--- config.mk ---
export PLATFORM = sky130hd
export DESIGN_NAME = multicycle_control_fsm_flat
export DESIGN_NICKNAME = d
export VERILOG_FILES = /design/src/rtl/multicycle_control_fsm_if.sv /design/src/rtl/multicycle_control_fsm.sv /design/src/flat_wrapper.sv
export SDC_FILE = /design/constraint.sdc
export NUM_CORES = 1
export LEC_CHECK = 0
export CELL_PAD_IN_SITES_DETAIL_PLACEMENT = 2
export CELL_PAD_IN_SITES_GLOBAL_PLACEMENT = 2
export CORE_MARGIN = 2
export CORE_UTILIZATION = 21
export CTS_BUF_LIST = sky130_fd_sc_hd__clkbuf_2 sky130_fd_sc_hd__clkbuf_4 sky130_fd_sc_hd__clkbuf_8
export DETAILED_ROUTE_END_ITERATION = 16
export GPL_TIMING_DRIVEN = 0
export PLACE_DENSITY_LB_ADDON = 0.05
export SYNTH_ARGS = -nofsm -noshare
export SYNTH_HDL_FRONTEND = slang
export SYNTH_SLANG_ARGS = --single-unit
--- constraint.sdc ---
create_clock -name clk -period 2.81 [get_ports clk]
set_input_delay 0.4215 -clock clk [delete_from_list [all_inputs] [get_ports clk]]
set_output_delay 0.4215 -clock clk [all_outputs]
set_load 0.02 [all_outputs]
--- src/rtl/multicycle_control_fsm_if.sv ---
// Control bundle between the multicycle MIPS main FSM and its datapath.
// The FSM side uses the master modport; the datapath side uses slave.
interface multicycle_control_fsm_if;
  logic [5:0] Opcode;
  logic       jumpReg;
  logic       mem_ready;
  logic       PCWrite;
  logic       PCWriteCond;
  logic       IorD;
  logic       MemRead;
  logic       MemWrite;
  logic       IRWrite;
  logic       MemtoReg;
  logic       ALUSrcA;
  logic       RegWrite;
  logic       RegDst;
  logic [1:0] PCSource;
  logic [1:0] ALUSrcB;
  logic [1:0] ALUOp;
  logic [3:0] State;
  logic       instr_done;
  logic       illegal_op;

  modport master (
    input  Opcode, jumpReg, mem_ready,
    output PCWrite, PCWriteCond, IorD, MemRead, MemWrite, IRWrite, MemtoReg,
           ALUSrcA, RegWrite, RegDst, PCSource, ALUSrcB, ALUOp, State,
           instr_done, illegal_op
  );

  modport slave (
    output Opcode, jumpReg, mem_ready,
    input  PCWrite, PCWriteCond, IorD, MemRead, MemWrite, IRWrite, MemtoReg,
           ALUSrcA, RegWrite, RegDst, PCSource, ALUSrcB, ALUOp, State,
           instr_done, illegal_op
  );
endinterface

--- src/rtl/multicycle_control_fsm.sv ---
// Main control FSM of the multicycle MIPS datapath: fetch, decode, execute,
// memory and write-back sequencing with Moore outputs plus mem_ready gating.
module multicycle_control_fsm (
  input logic                     clk,
  input logic                     reset_n,
  multicycle_control_fsm_if.master bus
);

  localparam logic [3:0] IDLE     = 4'd0;
  localparam logic [3:0] FETCH    = 4'd1;
  localparam logic [3:0] DECODE   = 4'd2;
  localparam logic [3:0] MEMADR   = 4'd3;
  localparam logic [3:0] MEMRD    = 4'd4;
  localparam logic [3:0] MEMWB    = 4'd5;
  localparam logic [3:0] MEMWR    = 4'd6;
  localparam logic [3:0] RTYPE_EX = 4'd7;
  localparam logic [3:0] RTYPE_WB = 4'd8;
  localparam logic [3:0] BEQ      = 4'd9;
  localparam logic [3:0] JUMP     = 4'd10;
  localparam logic [3:0] ADDI_EX  = 4'd11;
  localparam logic [3:0] ANDI_EX  = 4'd12;
  localparam logic [3:0] IMM_WB   = 4'd13;
  localparam logic [3:0] JR       = 4'd14;

  localparam logic [5:0] OP_RTYPE = 6'd0;
  localparam logic [5:0] OP_J     = 6'd2;
  localparam logic [5:0] OP_BEQ   = 6'd4;
  localparam logic [5:0] OP_ADDI  = 6'd8;
  localparam logic [5:0] OP_ANDI  = 6'd12;
  localparam logic [5:0] OP_LW    = 6'd35;
  localparam logic [5:0] OP_SW    = 6'd43;

  logic [3:0] state;
  logic [3:0] nextState;
  logic       opLegal;

  always_ff @(posedge clk or negedge reset_n) begin
    if (!reset_n) state <= IDLE;
    else          state <= nextState;
  end

  always_comb begin
    opLegal = 1'b1;
    case (bus.Opcode)
      OP_RTYPE, OP_J, OP_BEQ, OP_ADDI, OP_ANDI, OP_LW, OP_SW: opLegal = 1'b1;
      default:                                                 opLegal = 1'b0;
    endcase
  end

  always_comb begin
    nextState = IDLE;
    case (state)
      IDLE:     nextState = FETCH;
      FETCH:    nextState = bus.mem_ready ? DECODE : FETCH;
      DECODE: begin
        case (bus.Opcode)
          OP_RTYPE:      nextState = RTYPE_EX;
          OP_LW, OP_SW:  nextState = MEMADR;
          OP_BEQ:        nextState = BEQ;
          OP_J:          nextState = JUMP;
          OP_ADDI:       nextState = ADDI_EX;
          OP_ANDI:       nextState = ANDI_EX;
          default:       nextState = FETCH;
        endcase
      end
      // A stable IR only ever reaches here with lw or sw; anything else refetches.
      MEMADR: begin
        if (bus.Opcode == OP_LW)      nextState = MEMRD;
        else if (bus.Opcode == OP_SW) nextState = MEMWR;
        else                          nextState = FETCH;
      end
      MEMRD:    nextState = bus.mem_ready ? MEMWB : MEMRD;
      MEMWR:    nextState = bus.mem_ready ? FETCH : MEMWR;
      RTYPE_EX: nextState = bus.jumpReg ? JR : RTYPE_WB;
      ADDI_EX, ANDI_EX: nextState = IMM_WB;
      MEMWB, RTYPE_WB, IMM_WB, BEQ, JUMP, JR: nextState = FETCH;
      default:  nextState = IDLE;
    endcase
  end

  always_comb begin
    bus.PCWrite     = 1'b0;
    bus.PCWriteCond = 1'b0;
    bus.IorD        = 1'b0;
    bus.MemRead     = 1'b0;
    bus.MemWrite    = 1'b0;
    bus.IRWrite     = 1'b0;
    bus.MemtoReg    = 1'b0;
    bus.ALUSrcA     = 1'b0;
    bus.RegWrite    = 1'b0;
    bus.RegDst      = 1'b0;
    bus.PCSource    = 2'd0;
    bus.ALUSrcB     = 2'd0;
    bus.ALUOp       = 2'd0;
    bus.instr_done  = 1'b0;
    bus.illegal_op  = 1'b0;
    bus.State       = state;
    case (state)
      FETCH: begin
        bus.MemRead = 1'b1;
        bus.ALUSrcB = 2'd1;
        bus.IRWrite = bus.mem_ready;
        bus.PCWrite = bus.mem_ready;
      end
      DECODE: begin
        bus.ALUSrcB    = 2'd3;
        bus.illegal_op = ~opLegal;
        bus.instr_done = ~opLegal;
      end
      MEMADR: begin
        bus.ALUSrcA = 1'b1;
        bus.ALUSrcB = 2'd2;
      end
      MEMRD: begin
        bus.MemRead = 1'b1;
        bus.IorD    = 1'b1;
      end
      MEMWB: begin
        bus.RegWrite   = 1'b1;
        bus.MemtoReg   = 1'b1;
        bus.instr_done = 1'b1;
      end
      MEMWR: begin
        bus.MemWrite   = 1'b1;
        bus.IorD       = 1'b1;
        bus.instr_done = bus.mem_ready;
      end
      RTYPE_EX: begin
        bus.ALUSrcA = 1'b1;
        bus.ALUOp   = 2'd2;
      end
      RTYPE_WB: begin
        bus.RegWrite   = 1'b1;
        bus.RegDst     = 1'b1;
        bus.instr_done = 1'b1;
      end
      BEQ: begin
        bus.ALUSrcA     = 1'b1;
        bus.ALUOp       = 2'd1;
        bus.PCWriteCond = 1'b1;
        bus.PCSource    = 2'd1;
        bus.instr_done  = 1'b1;
      end
      JUMP: begin
        bus.PCWrite    = 1'b1;
        bus.PCSource   = 2'd2;
        bus.instr_done = 1'b1;
      end
      ADDI_EX: begin
        bus.ALUSrcA = 1'b1;
        bus.ALUSrcB = 2'd2;
      end
      ANDI_EX: begin
        bus.ALUSrcA = 1'b1;
        bus.ALUSrcB = 2'd2;
        bus.ALUOp   = 2'd3;
      end
      IMM_WB: begin
        bus.RegWrite   = 1'b1;
        bus.instr_done = 1'b1;
      end
      JR: begin
        bus.PCWrite    = 1'b1;
        bus.PCSource   = 2'd3;
        bus.instr_done = 1'b1;
      end
      default: ;
    endcase
  end

endmodule

--- src/flat_wrapper.sv ---
// flat-port wrapper written by rule: the top's interface ports become plain ports
module multicycle_control_fsm_flat 
  (clk, reset_n, bus_Opcode, bus_jumpReg, bus_mem_ready, bus_PCWrite, bus_PCWriteCond, bus_IorD, bus_MemRead, bus_MemWrite, bus_IRWrite, bus_MemtoReg, bus_ALUSrcA, bus_RegWrite, bus_RegDst, bus_PCSource, bus_ALUSrcB, bus_ALUOp, bus_State, bus_instr_done, bus_illegal_op);
  multicycle_control_fsm_if bus_i ();
  input logic clk;
  input logic reset_n;
  input wire logic [$bits(bus_i.Opcode)-1:0] bus_Opcode;
  input wire logic [$bits(bus_i.jumpReg)-1:0] bus_jumpReg;
  input wire logic [$bits(bus_i.mem_ready)-1:0] bus_mem_ready;
  output wire logic [$bits(bus_i.PCWrite)-1:0] bus_PCWrite;
  output wire logic [$bits(bus_i.PCWriteCond)-1:0] bus_PCWriteCond;
  output wire logic [$bits(bus_i.IorD)-1:0] bus_IorD;
  output wire logic [$bits(bus_i.MemRead)-1:0] bus_MemRead;
  output wire logic [$bits(bus_i.MemWrite)-1:0] bus_MemWrite;
  output wire logic [$bits(bus_i.IRWrite)-1:0] bus_IRWrite;
  output wire logic [$bits(bus_i.MemtoReg)-1:0] bus_MemtoReg;
  output wire logic [$bits(bus_i.ALUSrcA)-1:0] bus_ALUSrcA;
  output wire logic [$bits(bus_i.RegWrite)-1:0] bus_RegWrite;
  output wire logic [$bits(bus_i.RegDst)-1:0] bus_RegDst;
  output wire logic [$bits(bus_i.PCSource)-1:0] bus_PCSource;
  output wire logic [$bits(bus_i.ALUSrcB)-1:0] bus_ALUSrcB;
  output wire logic [$bits(bus_i.ALUOp)-1:0] bus_ALUOp;
  output wire logic [$bits(bus_i.State)-1:0] bus_State;
  output wire logic [$bits(bus_i.instr_done)-1:0] bus_instr_done;
  output wire logic [$bits(bus_i.illegal_op)-1:0] bus_illegal_op;
  assign bus_i.Opcode = bus_Opcode;
  assign bus_i.jumpReg = bus_jumpReg;
  assign bus_i.mem_ready = bus_mem_ready;
  assign bus_PCWrite = bus_i.PCWrite;
  assign bus_PCWriteCond = bus_i.PCWriteCond;
  assign bus_IorD = bus_i.IorD;
  assign bus_MemRead = bus_i.MemRead;
  assign bus_MemWrite = bus_i.MemWrite;
  assign bus_IRWrite = bus_i.IRWrite;
  assign bus_MemtoReg = bus_i.MemtoReg;
  assign bus_ALUSrcA = bus_i.ALUSrcA;
  assign bus_RegWrite = bus_i.RegWrite;
  assign bus_RegDst = bus_i.RegDst;
  assign bus_PCSource = bus_i.PCSource;
  assign bus_ALUSrcB = bus_i.ALUSrcB;
  assign bus_ALUOp = bus_i.ALUOp;
  assign bus_State = bus_i.State;
  assign bus_instr_done = bus_i.instr_done;
  assign bus_illegal_op = bus_i.illegal_op;
  multicycle_control_fsm u_core (.clk(clk), .reset_n(reset_n), .bus(bus_i));
endmodule
After elaboration in Yosys (flattened, before gate mapping)
Index checks and enable logic that the tools add are counted.
{ "word_totals": {"ff_bits": 4, "input_bits": 10, "out_inout_bits": 22} }
{ "classes": {"eq_ne": 20, "n_mux": 24, "bitwise": 1, "n_reduce_logical": 13} }
{ "op_table": {"columns": ["op", "count"], "rows": [
  ["one-hot mux 4 bit (8 select lines)", 1],
  ["equality test 4 bit (second input constant)", 7],
  ["one-hot mux 4 bit (6 select lines)", 1],
  ["one-hot mux 2 bit (3 select lines)", 3],
  ["equality test 4 x 3 -> 1 bit (second input constant)", 4],
  ["OR reduction 7 bit", 2],
  ["equality test 6 x 4 -> 1 bit (second input constant)", 2],
  ["equality test 6 bit (second input constant)", 2],
  ["two-way mux 1 bit", 12],
  ["OR reduction 2 bit", 5],
  ["two-way mux 3 bit", 3],
  ["equality test 4 x 2 -> 1 bit (second input constant)", 2],
  ["equality test 6 x 2 -> 1 bit (second input constant)", 1],
  ["equality test 6 x 3 -> 1 bit (second input constant)", 1],
  ["zero test 6 bit", 1],
  ["OR reduction 3 bit", 2],
  ["OR reduction 6 bit", 1],
  ["OR reduction 5 bit", 1],
  ["equality test 4 x 1 -> 1 bit (second input constant)", 1],
  ["zero test 4 bit", 1],
  ["two-way mux 4 bit", 1],
  ["one-hot mux 1 bit (3 select lines)", 1],
  ["two-way mux 2 bit", 1],
  ["one-hot mux 1 bit (2 select lines)", 1],
  ["inverter 1 bit", 1]
]} }

Depth between registers and ports, before layout
Gate-level depths: netlist of the first run.
{ "depth": {"depth_word": 5, "mapped_depth": 5, "mapped_depth_nobuf": 4} }

Least setup slack after synthesis of the first run
Ideal clock, no wire load.
{ "synth_path": {"path_type": "reg2out", "from": "reg u_core.state[0], in the netlist u_core.bus.State[0]", "to": "out bus_instr_done", "arrival_time_ns": 1.705, "required_time_ns": 2.389, "slack_ns": 0.683, "path_stages_with_launch": 5, "path_buffers": 0, "path_cell_list": "dfrtp_1 -> nand2b_1 -> a311oi_1 -> nor3b_2 -> o21bai_1"} }
{ "synth_via": {"elab_chain_cells": 3} }
{ "synth_rtl": {"columns": ["item", "line", "text"], "rows": [
  ["start, declared", "multicycle_control_fsm.sv:33", "logic [3:0] state;"],
  ["start signal, assigned", "multicycle_control_fsm.sv:39", "else state <= nextState;"],
  ["equality test 4 x 3 -> 1 bit or equality test 4 bit (tied branches)", "multicycle_control_fsm.sv:98", "case (state)"],
  ["OR reduction 6 bit (no source line)", null, null],
  ["one-hot mux 1 bit (3 select lines) (*)", "multicycle_control_fsm.sv:98", null],
  ["end, declared", "flat_wrapper.sv:24", "output wire logic [$bits(bus_i.instr_done)-1:0] bus_instr_done;"]
]} }
Every way passes the cells marked *; elsewhere a longest branch is shown, timed or not.

Worst setup path after layout of the first run
{ "layout_path": {"from": "in bus_Opcode[5]", "to": "out bus_instr_done"} }
{ "layout_via": {"elab_chain_cells": 5} }
{ "layout_rtl": {"columns": ["item", "line", "text"], "rows": [
  ["start, declared", "flat_wrapper.sv:7", "input wire logic [$bits(bus_i.Opcode)-1:0] bus_Opcode;"],
  ["equality test 6 x 3 -> 1 bit (tied with other cells)", "multicycle_control_fsm.sv:44", "case (bus.Opcode)"],
  ["OR reduction 7 bit (*)", "multicycle_control_fsm.sv:44", null],
  ["two-way mux 1 bit (*)", "multicycle_control_fsm.sv:44", null],
  ["inverter 1 bit (*)", "multicycle_control_fsm.sv:108", "bus.instr_done = ~opLegal;"],
  ["one-hot mux 1 bit (3 select lines) (*)", "multicycle_control_fsm.sv:98", null]
]} }
Marks and branches as above.

==> impl_metrics.tcl, run 1 <==
set metrics [dict create \
    result_of_the_run "complete, no violations" \
    cp_data_required_time_ps 2390 \
    fin_crit_sh_pct 94.4 \
    met2_wirelength_um 1300 \
    vias_per_cell 5.22 \
    port-buffer-count 31 \
    number_of_nets_in_the_synthesized_netlist 101 \
    final-seq-area_um2 100 \
    drv.max_cap_violation_count 0 \
    timing.clock.skew_ps 3.69 \
    maxSlewHeadroom_pct 67.8 \
    timing.final.crit_period_ps 2650 \
    largest_reg_flops 4 \
    number_of_antenna_violations_at_the_first_check_in_global_routing 0 \
    ff2ff_setup_slack_ps 1150 \
    numCtsBuffers 3 \
    multi_input_comb_area_um2 468 \
    antennaDiodeCount 0 \
    tritoncts_num_sinks 4 \
    drt-met1-wl_um 1090 \
    synthesis.yosys.warnings 0 \
    setup-tns-final_ps 0 \
    fp.coreArea_mm2 0.00273 \
    highest_layer "met3" \
    leading_cell_type_in_the_layout_fill_and_taps_excluded "sky130_fd_sc_hd__clkdlybuf4s50_1" \
    timing.rr.end "u_core.bus.State[1]$_DFF_PN0_" \
    worst_tran_pin_value_ps 483 \
    synthAdderAreaFrac_pct 0 \
    final_critical_path_setup_slack_ps 158 \
    drt-initial-drc-count 13 \
    post_synth.cell_area_avg_um2 6.59 \
    fmax_mhz 377 \
    met3_wirelength_um 74 \
    cp-end-kind "output pin" \
    pins_over_their_slew_limit 0 \
    worstSetupPathType "in2out" \
    synth_compound_area_share_pct 29.6 \
    final_core_utilization_pct 35.4 \
    irDropWorstVdd_v 0.000375 \
    detailedPlace.worstSlack_ps -137 \
    maximum_number_of_pins_on_one_net_before_global_route_repair 11 \
    leakagePower_nw 0.349 \
    number_of_global_route_vias_before_repair 845 \
    synth.cell_area_um2 599 \
    worstHoldPathType "in2async" \
    post-dp-hpwl_um 2010 \
    yosys-mux-area-fraction_pct 1.88 \
    fillers 342 \
    design.portCount 32 \
    die_h_um 57.4 \
    ctsLongestPathBuffers 2 \
    cp-start-kind "input pin" \
    worstReg2RegStart "u_core.bus.State[2]$_DFF_PN0_" \
    gr-total-overflow 0 \
    synth_xor_area_share_pct 2.92 \
    cp_data_arrival_time_ps 2230 \
    power-per-cell-area_mw_per_mm2 692 \
    reg2reg_depth 4 \
    wirelength_um 2470 \
    gp_congestion 0.779 \
    rows 19 \
    synth_sequential_area_ratio_pct 16.7 \
    die_area_mm2 0.00330 \
    clk_pin_slew_worst_paths_ps 40 \
    wire_length_of_the_first_global_routing_pass_um 4150 \
    detailroute.via_count 814 \
    worst_skew_pair.late_latency_ps 240 \
    grt_use_total_pct 16.1 \
    mostFrequentLayoutCells "sky130_fd_sc_hd__clkdlybuf4s50_1, sky130_fd_sc_hd__nor2_1, sky130_fd_sc_hd__a21oi_1" \
    setup-violations-final 0 \
    cts-hold-fix-buffers 0 \
    rsz0062_at_grt "false" \
    worstPathMaxFanout 5 \
    area_delta_synth_final_pct 61.6 \
    cts-htree-levels 1 \
    ant_nets 0 \
    main_combinational_cell_family_by_area_after_synthesis "simple AND/OR/NAND/NOR gates" \
    syn_inst 91 \
    post_drt_wl_per_cell_um 15.8 \
    cts_root_buffer "sky130_fd_sc_hd__clkbuf_4" \
    synthSimpleGateAreaFrac_pct 43.6 \
    initial_core_util_pct 21.9 \
    final-hold-violation-count 0 \
    share_of_cells_above_drive_strength_1_pct 8.80 \
    post_synth_num_cell_types 32 \
    postSynthRegisterBits 4 \
    finalNetCount 137 \
    dieWidth_um 57.4 \
    drt_pass1_iterations 4 \
    route.detailed.drc 0 \
    cts_tree "yes" \
]
==> timing repair <==
action                                  CTS  global route
endpoints found under the setup margin    2             0
buffers inserted                          0             0
gates resized for setup                   2             0
==> metrics by stage <==
stage	std cells	total power [mW]	hold slack, ps	instance area (um^2)
3_5_place_dp	153	0.613	641	948
5_1_grt	156	0.729	394	968
4_1_cts	156	0.686	378	968
6_report	156	0.670	382	968
3_3_place_gp	153	0.600	632	948
2_1_floorplan	91	0.390	126	599
==> cell families (layout without fill, tap and decap cells) <==
family                    Yosys count  after routing
and+or+nand+nor                    48             48
AOI/OAI and AO/OA                  28             28
buffers and inverters               8             42
DFF                                 4              4
xor gates and xnor gates            2              2
muxes                               1              1
==> Yosys cell counts, drive strengths merged <==
cell type   n  area (um^2)
mux2        1         11.3
xnor2       2         17.5
nor2b       1         6.26
nand2b      6         37.5
nor4        1         21.3
a21o        2         15.0
o32ai       1         8.76
o21ai       7         35.0
a21boi      1         7.51
o22ai       1         6.26
nand2       5         18.8
o21bai      1         7.51
and4        2         18.8
buf         1         5.00
a211oi      1         7.51
nand3       3         15.0
nor3        7         35.0
a21oi       8         40.0
or2         4         25.0
dfrtp       4          100
a31oi       1         6.26
a221o       1         10.0
inv         3         11.3
nor3b       2         20.0
o2111ai     1         8.76
a311oi      2         17.5
nor2       17         63.8
o211ai      1         7.51
clkbuf      4         15.0
==> worst max-delay path by stage <==
stage / depth (start not counted) / slack (ps) / end / from
global placement: 6 / -120 / bus_instr_done / bus_Opcode[3]
finish: 6 / 160 / bus_instr_done / bus_Opcode[5]
floorplan: 4 / 680 / bus_instr_done / u_core.bus.State[0]$_DFF_PN0_
CTS: 6 / 130 / bus_instr_done / bus_Opcode[3]
global route: 6 / 10 / bus_ALUSrcA / u_core.bus.State[3]$_DFF_PN0_
detailed placement: 6 / -140 / bus_instr_done / bus_Opcode[3]
==> cell type report <==
cell class	count	area share, %
sequential	4	10.3
multi-input combinational	79	48.3
buffer	5	2.07
timing repair buffer	31	31.8
clock buffer	3	2.33
inverter	3	1.16
tap	31	4.01
==> metal layers <==
| metal | global-route usage, % | up-vias |
|---|---|---|
| li1 | - | 403 |
| met1 | 19.9 | 393 |
| met4 | 2.99 | 0 |
| met2 | 29.4 | 18 |
| met3 | 2.27 | 0 |
| met5 | 0 | - |
==> power by group <==
| part | internal [mW] | total [mW] | switching [mW] | leakage, nW |
|---|---|---|---|---|
| Sequential | 0.0722 | 0.0950 | 0.0228 | 0.0521 |
| Clock | 0.0479 | 0.0729 | 0.0250 | 0.0138 |
| Combinational | 0.218 | 0.502 | 0.284 | 0.283 |
==> worst max-delay path, stage by stage <==
cell	delay [ps]
sky130_fd_sc_hd__clkdlybuf4s50_1	590
sky130_fd_sc_hd__nor3_1	110
sky130_fd_sc_hd__a311oi_1	360
sky130_fd_sc_hd__nor3b_2	260
sky130_fd_sc_hd__o21bai_1	130
sky130_fd_sc_hd__dlygate4sd2_1	350
No activity file was read; power rests on OpenSTA's default activity.
==> run 2: changes to the inputs <==
--- a/config.mk
+++ b/config.mk
@@ -11,6 +11,7 @@
 export CORE_UTILIZATION = 21
 export CTS_BUF_LIST = sky130_fd_sc_hd__clkbuf_2 sky130_fd_sc_hd__clkbuf_4 sky130_fd_sc_hd__clkbuf_8
 export DETAILED_ROUTE_END_ITERATION = 16
+export GPL_ROUTABILITY_DRIVEN = 0
 export GPL_TIMING_DRIVEN = 0
 export PLACE_DENSITY_LB_ADDON = 0.05
 export SYNTH_ARGS = -nofsm -noshare
==> results of run 2 <==
Final layout, timing and power as in run 1 (identical DEF).
==> run 3: changes to the inputs <==
--- a/config.mk
+++ b/config.mk
@@ -8,7 +8,7 @@
 export CELL_PAD_IN_SITES_DETAIL_PLACEMENT = 2
 export CELL_PAD_IN_SITES_GLOBAL_PLACEMENT = 2
 export CORE_MARGIN = 2
-export CORE_UTILIZATION = 21
+export CORE_UTILIZATION = 19
 export CTS_BUF_LIST = sky130_fd_sc_hd__clkbuf_2 sky130_fd_sc_hd__clkbuf_4 sky130_fd_sc_hd__clkbuf_8
 export DETAILED_ROUTE_END_ITERATION = 16
 export GPL_ROUTABILITY_DRIVEN = 0
==> constraint.sdc (replaced) <==
create_clock -name clk -period 2.6 [get_ports clk]
set_input_delay 0.39 -clock clk [delete_from_list [all_inputs] [get_ports clk]]
set_output_delay 0.39 -clock clk [all_outputs]
set_load 0.02 [all_outputs]
==> impl_metrics.tcl, run 3 (synthesis results as in run 1) <==
set metrics [dict create \
    finalPower_mw 0.721 \
    clk_pin_slew_worst_paths_ps 40 \
    setup-violations-final 0 \
    worstSetupPathType "in2out" \
    power-per-cell-area_mw_per_mm2 730 \
    grt_use_total_pct 15.0 \
    cp_data_arrival_time_ps 2060 \
    drt_pass1_iterations 3 \
    instance_count_after_placement_with_tap_cells_included 166 \
    route.detailed.drc 0 \
    post-route-cell-area_um2 987 \
    port-buffer-count 31 \
    numCtsBuffers 3 \
    dpl_cell_area_um2 965 \
    cts_tree "yes" \
    fin_crit_sh_pct 94.4 \
    design.portCount 32 \
    leading_cell_type_in_the_layout_fill_and_taps_excluded "sky130_fd_sc_hd__clkdlybuf4s50_1" \
    final-hold-violation-count 0 \
    wirelength_um 2530 \
    die_area_mm2 0.00362 \
    antennaDiodeCount 0 \
    final_core_utilization_pct 32.6 \
    cts-hold-fix-buffers 0 \
    maxSlewHeadroom_pct 74.6 \
    post_drt_wl_per_cell_um 15.0 \
    fmax_mhz 407 \
    detailedPlace.worstSlack_ps -286 \
    pins_over_their_slew_limit 0 \
    timing.final.crit_period_ps 2450 \
    rows 20 \
    share_of_cells_above_drive_strength_1_pct 12.8 \
    area_delta_synth_final_pct 64.7 \
    dieWidth_um 60.2 \
    ctsLongestPathBuffers 2 \
    cp-end-kind "output pin" \
    worst_tran_pin_value_ps 378 \
    irDropWorstVdd_v 0.000413 \
    timing.clock.skew_ps 6.02 \
    drt-initial-drc-count 5 \
    largest_reg_flops 4 \
    leakagePower_nw 0.360 \
    number_of_global_route_vias_before_repair 799 \
    cts_resized 4 \
    wire_length_of_the_first_global_routing_pass_um 4130 \
    fp.coreArea_mm2 0.00303 \
    cp-start-kind "input pin" \
    worst_skew_pair.late_latency_ps 230 \
    vias_per_cell 4.69 \
    cts_post_setup_buffers_inserted 0 \
    initial_core_util_pct 19.8 \
    cts-htree-levels 1 \
    result_of_the_run "complete, no violations" \
    gr-total-overflow 0 \
    number_of_antenna_violations_at_the_first_check_in_global_routing 0 \
    worstHoldPathType "in2async" \
    post-dp-hpwl_um 2000 \
    mostFrequentLayoutCells "sky130_fd_sc_hd__clkdlybuf4s50_1, sky130_fd_sc_hd__nor2_1, sky130_fd_sc_hd__a21oi_1" \
    setup-tns-final_ps 0 \
    finalNetCount 137 \
    ant_nets 0 \
    hold_ws_ps 363 \
    final_critical_path_setup_slack_ps 146 \
    tritoncts_num_sinks 4 \
    worstPathMaxFanout 5 \
    maximum_number_of_pins_on_one_net_before_global_route_repair 11 \
    rsz0062_at_grt "false" \
    die_h_um 60.2 \
    final-instance-count-excl-fill 169 \
    cp_data_required_time_ps 2210 \
    cts_root_buffer "sky130_fd_sc_hd__clkbuf_4" \
    drv.max_cap_violation_count 0 \
    detailroute.via_count 793 \
]
-- run 3: changes by cell type in the layout (fill, tap and decap cells not counted), sizes merged --
cell           before  now
clkbuf              7    8
clkdlybuf4s50      29   28
-- run 3: layout make-up --
class                      count  area (um^2)
tap                           44         55.1
inverter                       3         11.3
clock buffer                   3         22.5
buffer                         5         27.5
timing repair buffer          31          303
sequential                     4          100
multi-input combinational     79          468
fill                         374         2040
-- run 3: routing by layer --
metal	wire, um	global-route usage (%)
met3	67	1.30
met1	1180	19.8
met5	0	0
met4	0	1.90
met2	1280	26.9
-- run 3: final timing paths --
path | start | endpoint | slack, ps | cells after the start
worst max-delay path | bus_Opcode[5] | bus_illegal_op | 150 | 5
worst min-delay path | reset_n | u_core.bus.State[0]$_DFF_PN0_ | 360 | 1
worst max register to register | u_core.bus.State[2]$_DFF_PN0_ | u_core.bus.State[1]$_DFF_PN0_ | 1120 | 4
worst min register to register | u_core.bus.State[3]$_DFF_PN0_ | u_core.bus.State[0]$_DFF_PN0_ | 870 | 4
max in group asynchronous | reset_n | u_core.bus.State[1]$_DFF_PN0_ | 2060 | 1
min in group clk | bus_Opcode[3] | u_core.bus.State[0]$_DFF_PN0_ | 870 | 4
-- run 3: power by group --
group          total, mW  switching [mW]  leakage, nW  internal, mW
Clock             0.0740          0.0226       0.0138        0.0514
Sequential         0.103          0.0249       0.0521        0.0781
Combinational      0.544           0.306        0.294         0.238
Total              0.721           0.353        0.360         0.368
-- run 3: critical path, stage by stage --
cell                              delay (ps)
sky130_fd_sc_hd__clkdlybuf4s50_1         590
sky130_fd_sc_hd__nor3_1                  110
sky130_fd_sc_hd__a311oi_1                350
sky130_fd_sc_hd__nor3b_2                 260
sky130_fd_sc_hd__dlygate4sd2_1           360
